$ cat src/rtl/tdm_demux_pkg.sv
// Shared types and helpers for the TDM demultiplexer: FSM state encoding,
// drop-counter width and channel-index width calculation.
package tdm_demux_pkg;

  typedef enum logic {IDLE = 1'b0, RUN = 1'b1} state_e;

  localparam int DROP_CNT_W = 16;

  // Index width for NUM_CH lanes; kept at least 1 bit so ports stay legal.
  function automatic int ch_idx_w(input int n);
    return (n > 1) ? $clog2(n) : 1;
  endfunction

endpackage

$ cat src/rtl/tdm_ch_counter.sv
// Channel index counter for tdm_demux: loads 1 on a sof beat, advances on data
// beats and wraps to 0 after the last lane.
module tdm_ch_counter
  import tdm_demux_pkg::*;
#(
  parameter int NUM_CH = 4,
  parameter int CW     = ch_idx_w(NUM_CH)
) (
  input  logic          clk,
  input  logic          rst,
  input  logic          clr1_i,
  input  logic          inc_i,
  output logic [CW-1:0] ch_o,
  output logic          is_last_o
);

  logic [CW-1:0] ch_q, ch_d;

  assign is_last_o = (ch_q == CW'(NUM_CH - 1));
  assign ch_o      = ch_q;

  always_comb begin
    ch_d = ch_q;
    if (clr1_i)     ch_d = CW'(1);
    else if (inc_i) ch_d = is_last_o ? '0 : ch_q + CW'(1);
  end

  always_ff @(posedge clk or posedge rst) begin
    if (rst) ch_q <= '0;
    else     ch_q <= ch_d;
  end

endmodule

$ cat src/rtl/tdm_demux.sv
// Time-division demultiplexer: steers sof-framed beats to registered lanes with
// one-hot strobes. Define TDM_DEMUX_DROP_CNT_EN to add the pre-sof drop counter.
module tdm_demux
  import tdm_demux_pkg::*;
#(
  parameter int NUM_CH = 4,
  parameter int W      = 8
) (
  input  logic                  clk,
  input  logic                  rst,
  input  logic [W-1:0]          din,
  input  logic                  din_valid,
  input  logic                  sof,
  output logic [NUM_CH*W-1:0]   dout,
  output logic [NUM_CH-1:0]     dout_valid,
  output logic                  frame_done,
  output logic                  frame_err
`ifdef TDM_DEMUX_DROP_CNT_EN
  ,
  output logic [DROP_CNT_W-1:0] drop_cnt
`endif
);

  localparam int CW = ch_idx_w(NUM_CH);

  state_e                   state_q, state_d;
  logic [CW-1:0]            ch;
  logic                     is_last;
  logic                     beat_sof, beat_dat;
  logic [NUM_CH-1:0][W-1:0] lane_q;
  logic [NUM_CH-1:0]        dv_q, dv_d;
  logic                     done_q, done_d, err_q, err_d;

  assign beat_sof = din_valid & sof;
  assign beat_dat = din_valid & ~sof;

  tdm_ch_counter #(.NUM_CH(NUM_CH), .CW(CW)) u_ch (
    .clk       (clk),
    .rst       (rst),
    .clr1_i    (beat_sof),
    .inc_i     (beat_dat & (state_q == RUN)),
    .ch_o      (ch),
    .is_last_o (is_last)
  );

  // dv_d doubles as the per-lane write enable for the lane registers.
  always_comb begin
    state_d = state_q;
    dv_d    = '0;
    done_d  = 1'b0;
    err_d   = 1'b0;
    unique case (state_q)
      IDLE: if (beat_sof) begin
        dv_d[0] = 1'b1;
        state_d = RUN;
      end
      RUN: begin
        if (beat_sof) begin
          dv_d[0] = 1'b1;
          err_d   = 1'b1;
        end else if (beat_dat) begin
          dv_d[ch] = 1'b1;
          if (is_last) begin
            done_d  = 1'b1;
            state_d = IDLE;
          end
        end
      end
      default: state_d = IDLE;
    endcase
  end

  always_ff @(posedge clk or posedge rst) begin
    if (rst) begin
      state_q <= IDLE;
      lane_q  <= '0;
      dv_q    <= '0;
      done_q  <= 1'b0;
      err_q   <= 1'b0;
    end else begin
      state_q <= state_d;
      dv_q    <= dv_d;
      done_q  <= done_d;
      err_q   <= err_d;
      for (int i = 0; i < NUM_CH; i++)
        if (dv_d[i]) lane_q[i] <= din;
    end
  end

  assign dout       = lane_q;
  assign dout_valid = dv_q;
  assign frame_done = done_q;
  assign frame_err  = err_q;

`ifdef TDM_DEMUX_DROP_CNT_EN
  logic [DROP_CNT_W-1:0] drop_q;

  always_ff @(posedge clk or posedge rst) begin
    if (rst)
      drop_q <= '0;
    else if (beat_dat && state_q == IDLE && drop_q != '1)
      drop_q <= drop_q + DROP_CNT_W'(1);
  end

  assign drop_cnt = drop_q;
`endif

endmodule
$ cat config.mk
export PLATFORM = sky130hd
export DESIGN_NAME = tdm_demux
export DESIGN_NICKNAME = d
export VERILOG_FILES = /design/src/rtl/tdm_demux_pkg.sv /design/src/rtl/tdm_ch_counter.sv /design/src/rtl/tdm_demux.sv
export SDC_FILE = /design/constraint.sdc
export NUM_CORES = 1
export LEC_CHECK = 0
export CAP_MARGIN = 10
export CORE_MARGIN = 10
export CORE_UTILIZATION = 35
export CTS_BUF_LIST = sky130_fd_sc_hd__clkbuf_8 sky130_fd_sc_hd__clkbuf_16
export DETAILED_ROUTE_END_ITERATION = 16
export GPL_TIMING_DRIVEN = 0
export HOLD_SLACK_MARGIN = 0.15
export PLACE_DENSITY_LB_ADDON = 0.2
export SETUP_SLACK_MARGIN = 0.02
export SYNTH_ARGS = -nofsm -noshare
export SYNTH_HDL_FRONTEND = slang
export SYNTH_SLANG_ARGS = --single-unit
$ cat constraint.sdc
create_clock -name clk -period 1.8 [get_ports clk]
set_input_delay 0.18 -clock clk [delete_from_list [all_inputs] [get_ports clk]]
set_output_delay 0.18 -clock clk [all_outputs]
set_load 0.01 [all_outputs]
== Yosys cells after proc, flatten, opt, wreduce, memory -nomap -nowiden ==
Index checks and enable logic that the tools add are counted.
Storage, ports and cells
  bits in registers: 41
  input port bits: 12
  logic and storage cells: 40
Operators by class
  add/sub/neg operators: 1
  order comparisons: 2
  equal/unequal tests: 1
  muxes and demuxes: 20
  bitwise logic cells: 5
  reduce and logical (&&, ||, !) cells: 2
Operators by type and width (number)
  $mux W1: 11
  $mux W2: 3
  $mux W3: 2
  $mux W4: 1
  $pmux W1 S2: 2
  $and A1 B1 Y1: 3
  $lt A2 B3 Y1 const B: 1
  $add A2 B1 Y2 const B: 1
  $demux W1 S2: 1
  $eq A2 B2 Y1 const B: 1
  $ge A2 B1 Y1 const B: 1
  $not A1 Y1: 2
  $reduce_bool A2 Y1: 1
  $logic_and A1 B1 Y1: 1

== Longest topological paths before layout ==
Gate-level depths: netlist of the first run.
  depth in word-level cells: 7
  depth in mapped cells: 5

== Cells and area by module ==
Synthesis of the first run repeated with hierarchy kept, for this count alone.
Unflattened totals
  cells, all modules: 97
  area total of the unflattened synthesis: 1636.6 sq um
Modules (own cells, without submodules)
  tdm_demux: times used 1, cells an instance 88, area each 1536.5 sq um, seq. area each 975.9 sq um
  tdm_ch_counter: times used 1, cells an instance 9, area each 100.1 sq um, seq. area each 50.0 sq um

== Worst setup path after synthesis of the first run ==
Ideal clock, no wire load.
  path kind: register -> register
  start: register u_ch.ch_q[0], in the netlist u_ch.ch_o[0]
  end: register lane_q, in the netlist dout[0]
  library setup time: 0.101 ns
  arrival time: 1.215 ns
  required time: 1.699 ns
  setup slack: 0.485 ns
  stages on the path, launching flop included: 6
  path through: dfrtp_1 > inv_1 > ha_1 > and3_1 > buf_1 > o32ai_1
On the way
  cells in the longest elaborated chain, start to end: 7
  elaborated cells on any way between the ends: 8
Ends and longest elaborated chain
  from (decl): RTL line tdm_ch_counter.sv:17  | logic [CW-1:0] ch_q, ch_d;
  from (signal assigned): RTL line tdm_ch_counter.sv:30  | else ch_q <= ch_d;
  $lt A2 B3 Y1 (not written as such) / $ge A2 B1 Y1 (equally long branches): RTL line tdm_demux.sv:62  | dv_d[ch] = 1'b1;
  $logic_and A1 B1 Y1 (not written as such): RTL line tdm_demux.sv:62
  $mux W1 (not written as such): RTL line tdm_demux.sv:62
  $demux W1 S2 (*): RTL line tdm_demux.sv:62
  $mux W4 (*): RTL line tdm_demux.sv:61  | end else if (beat_dat) begin
  $mux W1 (*): RTL line tdm_demux.sv:58  | if (beat_sof) begin
  $pmux W1 S2 (*): RTL line tdm_demux.sv:52  | unique case (state_q)
  to (signal, indexed assignment): RTL line tdm_demux.sv:86  | if (dv_d[i]) lane_q[i] <= din;
  to (decl): RTL line tdm_demux.sv:30  | logic [NUM_CH-1:0][W-1:0] lane_q;
Every way passes the cells marked *; elsewhere a longest branch is shown, timed or not.
A chain may end at the register's enable or synchronous reset.

== Final worst setup path of the first run ==
  start: register u_ch.ch_q[0], in the netlist u_ch.ch_o[0]
  end: register lane_q, in the netlist dout[1]
Same word-level chain as after synthesis.

==> metrics, run 1 <==
Final Cycle Share=0.8715; Critical-path top delay cell=dfrtp_1; layout cell share with drive strength beyond 1=0.2260; initial core utilization=0.3597; relative slew slack=0.4437; Vias=1,120; worst setup margin=0.2314 ns; max_cap viols=0; Setup crit end kind=flop; Final Slew Violations=0; num rows=25; Sequential Power Share=0.402; Antenna Violating Nets Remaining=0; Worst R2R Start=u_ch.ch_o[0]$_DFFE_PP0P_; yosys warns=0; post-CTS setup buffer count=0; FMAX=637.5 MHz; P_int=2.504 mW; Least-Margin Pin Slew=0.8332 ns; Area Overhead vs Synth=38.10%; GRT Resource Usage Total=0.1133; Hold Violations, Final=0; Worst Hold Class=primary input to async pin; skew final=0.006747 ns; switching portion of total power=0.3150; library cells used by synthesis=22; worst hold slack=0.3772 ns; Die Width=89.45 um; Post-synth top flop=dfrtp_1; clock root buffer master=clkbuf_8; critical path, cell by cell=inv_1 -> ha_1 -> and3_1 -> buf_1 -> o32ai_1; nets@finish=192; Switch Pwr=1.152 mW; final wirelength=4.078 mm; DIE AREA=8000 um^2; P_leak=1.083 nW; clock share of power=0.154; Die Span Y=89.45 um; syn nets=136; CP arrival=1.75 ns; Port Buffer Count=49; R2R Setup Slk=0.23 ns; CTS clk-pin slew, worst paths=0.07 ns; gr ovfl total=0; r2r worst-path depth=5; critical path class=flop to flop; H-tree Lvls=2; DR pass1 iterations=4; FF+latch count, synth=40; TritonCTS clock tree=built; Clock Latency Late Sink=0.29 ns; CTS buffer count=5; unrepaired setup endpoints after global routing=no; Sinks on Clock Net=40; number of synthesized flops with an enable pin=0; vias per cell=4.848; Peak VDD IR=0.0007352 V; Setup Viol. Count Final=0; asr flop ratio synth=1.000; Avg Inst Size Synth=14.07 um^2; IO Count=50; reg2reg end=dout[1]$_DFFE_PP0P_; Worst Setup Start Kind=flop; largest net degree at the start of global routing=41; first-pass GRT wire length=6.727 mm; Mapped Area=1688 um^2; post-synthesis sequential area ratio=0.5930; ANT cells=0; Post-CTS Resized=0; WL per Instance=17.65 um; PwrDens=1568 nW/um^2; outcome=completed; crit path max fanout=8; antenna violations before repair=0; hold_buf cts=0; vias in the first global route=1,259; crit-path max cell delay=0.45 ns; core footprint=4692 um^2; clock buffer depth=2; Final min period=1.569 ns; DRC errors left=0; global placer's final weighted congestion=0.6807; 1st-iter DRT viols=64; cells after synthesis=120; pre-CTS setup slack=0.1667 ns; Final HPWL DP=2.946 mm; critical path required time=1.98 ns; Comb power frac=0.443
power groups by stage:
stage,Sequential [mW],Combinational [mW],Clock [mW]
final,1.47,1.62,0.565
after floorplan,1.63,0.590,0
after CTS,1.48,1.67,0.585
after global routing,1.52,1.76,0.621
after detailed placement,1.49,1.66,0
after global placement,1.46,1.62,0
layer usage:
metal,GRT usage,share of wire,up-vias
li1,-,-,528
met5,0,0,-
met4,0.03468,0.012,0
met3,0.05652,0.090,6
met1,0.1192,0.38,552
met2,0.1941,0.52,34
synth_stat cells (2+ instances only):
library cell / instances / area share
buf_6: 3 / 0.020
and3_1: 2 / 0.0074
mux2_2: 23 / 0.15
o32ai_1: 8 / 0.042
ha_1: 4 / 0.030
nand4b_4: 3 / 0.042
dfrtp_1: 40 / 0.59
nand2_1: 10 / 0.022
inv_1: 14 / 0.031
cell families (layout without fill, tap and decap cells):
kind of cell	after synthesis	count (layout)	share of synthesized area
AOI/OAI and AO/OA	13	13	0.06375
muxes	24	24	0.1623
buffers and inverters	20	77	0.06078
DFF	40	40	0.5930
adders and majority gates	4	4	0.02965
and+or+nand+nor	19	19	0.09045
layout make-up:
| cell class | count | area (um^2) |
|---|---|---|
| inverter | 14 | 52.55 |
| tap | 54 | 67.56 |
| buffer | 6 | 50.05 |
| fill | 423 | 2361 |
| multi-input combinational | 60 | 584.3 |
| clock inverter | 3 | 16.27 |
| sequential | 40 | 1001 |
| timing repair buffer | 49 | 490.5 |
| clock buffer | 5 | 68.82 |
placed cells by master, fill, tap and decap left out:
cell type and instances:
buf_6 3, mux2_4 1, a211o_1 1, nand4b_1 1, o32ai_1 8, a21oi_2 1
clkbuf_8 5, nand2_1 10, clkinv_4 1, buf_1 1, a21o_1 1, inv_2 1
mux2_2 23, nor4bb_1 1, o21ai_0 1, and2_1 1, o21a_1 1, nor2b_1 1
dfrtp_1 40, inv_1 15, clkdlybuf4s50_1 49, buf_4 1, ha_1 4, nand4b_4 3
buf_2 1, and3_1 2
flip-flops by register name, indices dropped and copies added (netlist names):
signal,flops
state_q,1
frame_err,1
dout,32
dout_valid,3
frame_done,1
u_ch.ch_o,2
metrics by stage:
| step | area [um^2] | power [mW] | util | std cells | TNS, ns |
|---|---|---|---|---|---|
| after floorplan | 1688 | 2.222 | - | 120 | 0 |
| after global placement | 2246 | 3.078 | 0.4787 | 223 | -2.498 |
| after detailed placement | 2246 | 3.149 | 0.4787 | 223 | 0 |
| after CTS | 2331 | 3.729 | 0.4968 | 231 | 0 |
| after global routing | 2331 | 3.907 | 0.4968 | 231 | 0 |
| final | 2331 | 3.655 | 0.4968 | 231 | 0 |
worst max-delay path, delay by kind of cell, from the launching register on:
kind | cells | cell delay (ns)
flops | 1 | 0.45
compound gates | 1 | 0.32
buf+inv | 2 | 0.29
fa+ha+maj | 1 | 0.24
simple gates | 1 | 0.17
worst max-delay path by stage:
stage	depth (start not counted)	start	end	slack [ns]
CTS	5	u_ch.ch_o[0]$_DFFE_PP0P_	dout[1]$_DFFE_PP0P_	0.22
global route	5	u_ch.ch_o[0]$_DFFE_PP0P_	dout[4]$_DFFE_PP0P_	0.12
global placement	2	rst	frame_err$_DFF_PP0_	-0.06
floorplan	5	u_ch.ch_o[0]$_DFFE_PP0P_	dout[0]$_DFFE_PP0P_	0.48
finish	5	u_ch.ch_o[0]$_DFFE_PP0P_	dout[1]$_DFFE_PP0P_	0.23
detailed placement	3	sof	dout[9]$_DFFE_PP0P_	0.17
(Power assumes the default switching activity.)
==> inputs of run 2 (changes only) <==
--- a/config.mk
+++ b/config.mk
@@ -15,4 +15,5 @@
 export PLACE_DENSITY_LB_ADDON = 0.2
 export SETUP_SLACK_MARGIN = 0.02
+export SKIP_LAST_GASP = 1
 export SYNTH_ARGS = -nofsm -noshare
 export SYNTH_HDL_FRONTEND = slang
==> constraint.sdc (replaced) <==
create_clock -name clk -period 1.8 [get_ports clk]
set_input_delay 0.18 -clock clk [delete_from_list [all_inputs] [get_ports clk]]
set_output_delay 0.18 -clock clk [all_outputs]
set_load 0.1 [all_outputs]
==> run 2 against run 1 <==
  * Non-clock buffer count stayed put
  * First-iteration DRC count decreased by 7.8%
  * Register-to-register slack about the same
  * Final area down 2.0%
==> metrics, run 2 (synthesis results as in run 1) <==
outcome=completed; multi-input logic area=584.3 um^2; global placer's final weighted congestion=0.6807; unrepaired setup endpoints after global routing=no; Critical-path top delay cell=dlygate4sd2_1; crit-path max cell delay=0.84 ns; Antenna Violating Nets Remaining=0; skew final=0.004810 ns; critical path class=flop to primary output; hold_buf cts=0; initial core utilization=0.3597; FMAX=573.1 MHz; Final Cycle Share=0.9694; Die Span Y=89.45 um; TritonCTS clock tree=built; num rows=25; critical path, cell by cell=buf_4 -> dlygate4sd2_1; # fillers=441; max_cap viols=0; clock buffer depth=2; commonest non-fill, non-tap cell in the layout=dfrtp_1; Hold Violations, Final=0; GRT Resource Usage Total=0.1128; Clock Latency Late Sink=0.29 ns; Final Slew Violations=0; CP arrival=1.56 ns; worst hold slack=0.3789 ns; gr ovfl total=0; CTS clk-pin slew, worst paths=0.07 ns; largest net degree at the start of global routing=41; relative slew slack=0.3409; vias in the first global route=1,255; Final min period=1.745 ns; CTS buffer count=5; clock root buffer master=clkbuf_8; DRC errors left=0; Worst Hold Class=primary input to async pin; IO Count=50; Register Area=1001 um^2; core footprint=4692 um^2; CP delay by family, top=buffers and inverters; Final HPWL DP=2.946 mm; first-pass GRT wire length=6.699 mm; final wirelength=4.073 mm; Area Overhead vs Synth=35.29%; H-tree Lvls=2; r2r worst-path depth=5; layout cell share with drive strength beyond 1=0.2260; crit path max fanout=2; 1st-iter DRT viols=59; Die Width=89.45 um; Port Buffer Count=49; Worst Setup Start Kind=flop; DIE AREA=8000 um^2; CP Launch Point=frame_done$_DFF_PP0_; Setup crit end kind=primary output; antenna violations before repair=0; post-CTS setup buffer count=0; Worst R2R Start=u_ch.ch_o[0]$_DFFE_PP0P_; WL per Instance=17.63 um; DR pass1 iterations=4; max reg flops=32; Bufs and invs on worst path=2; R2R Setup Slk=0.22 ns; Setup Viol. Count Final=0; nets@finish=192; most frequent cells in the layout=40 x dfrtp_1, 38 x dlygate4sd2_1, 23 x mux2_2; Sinks on Clock Net=40; Least-Margin Pin Slew=0.9926 ns; reg2reg end=dout[1]$_DFFE_PP0P_; Vias=1,113; critical path required time=1.62 ns; ANT cells=0; vias per cell=4.818
## run 2: cell count changes in the layout (fill, tap and decap cells not counted)
cell and change:
dlygate4sd2_1 +38, clkdlybuf4s50_1 -38
## run 2: stage by stage
stage | instances | cell area, um^2 | setup WS [ns] | util | setup TNS (ns)
2_1_floorplan | 120 | 1688 | 0.2960 | - | 0
3_3_place_gp | 223 | 2246 | -0.06434 | 0.4787 | -2.498
3_5_place_dp | 223 | 2246 | 0.07052 | 0.4787 | 0
4_1_cts | 231 | 2283 | 0.03581 | 0.4867 | 0
5_1_grt | 231 | 2283 | 0.02013 | 0.4867 | 0
6_report | 231 | 2283 | 0.05511 | 0.4867 | 0
## run 2: worst max path at each step
stage / endpoint / slack (ns) / cells past startpoint
finish: dout_valid[3] / 0.06 / 2
global route: dout_valid[3] / 0.02 / 2
CTS: dout_valid[3] / 0.04 / 2
detailed placement: dout_valid[3] / 0.07 / 2
global placement: frame_err$_DFF_PP0_ / -0.06 / 2
floorplan: dout_valid[3] / 0.30 / 1
## run 2: layout make-up
type,instances,share of cell area
plain buffers,6,0.02192
clock buffers,5,0.03014
clock inverters,3,0.007123
inverters,14,0.02301
multi-input cells,60,0.2559
flip-flops and latches,40,0.4384
well taps,54,0.02959
repair buffers,49,0.1940
## run 2: what timing repair did
action,CTS,global route
gates resized for setup,38,0
endpoints found under the hold margin,0,0
setup endpoints to repair,38,0
## run 2: metal layers
layer | track usage | vias to the layer above | part of all wire
met5 | 0 | - | 0
met4 | 0.03468 | 0 | 0.011
met3 | 0.05287 | 6 | 0.087
met2 | 0.1941 | 34 | 0.52
li1 | - | 529 | -
met1 | 0.1197 | 544 | 0.38
Power of run 2 is left out: the tool's default activity adds up to more than one toggle a clock period on the data nets, which glitch-free logic cannot reach.
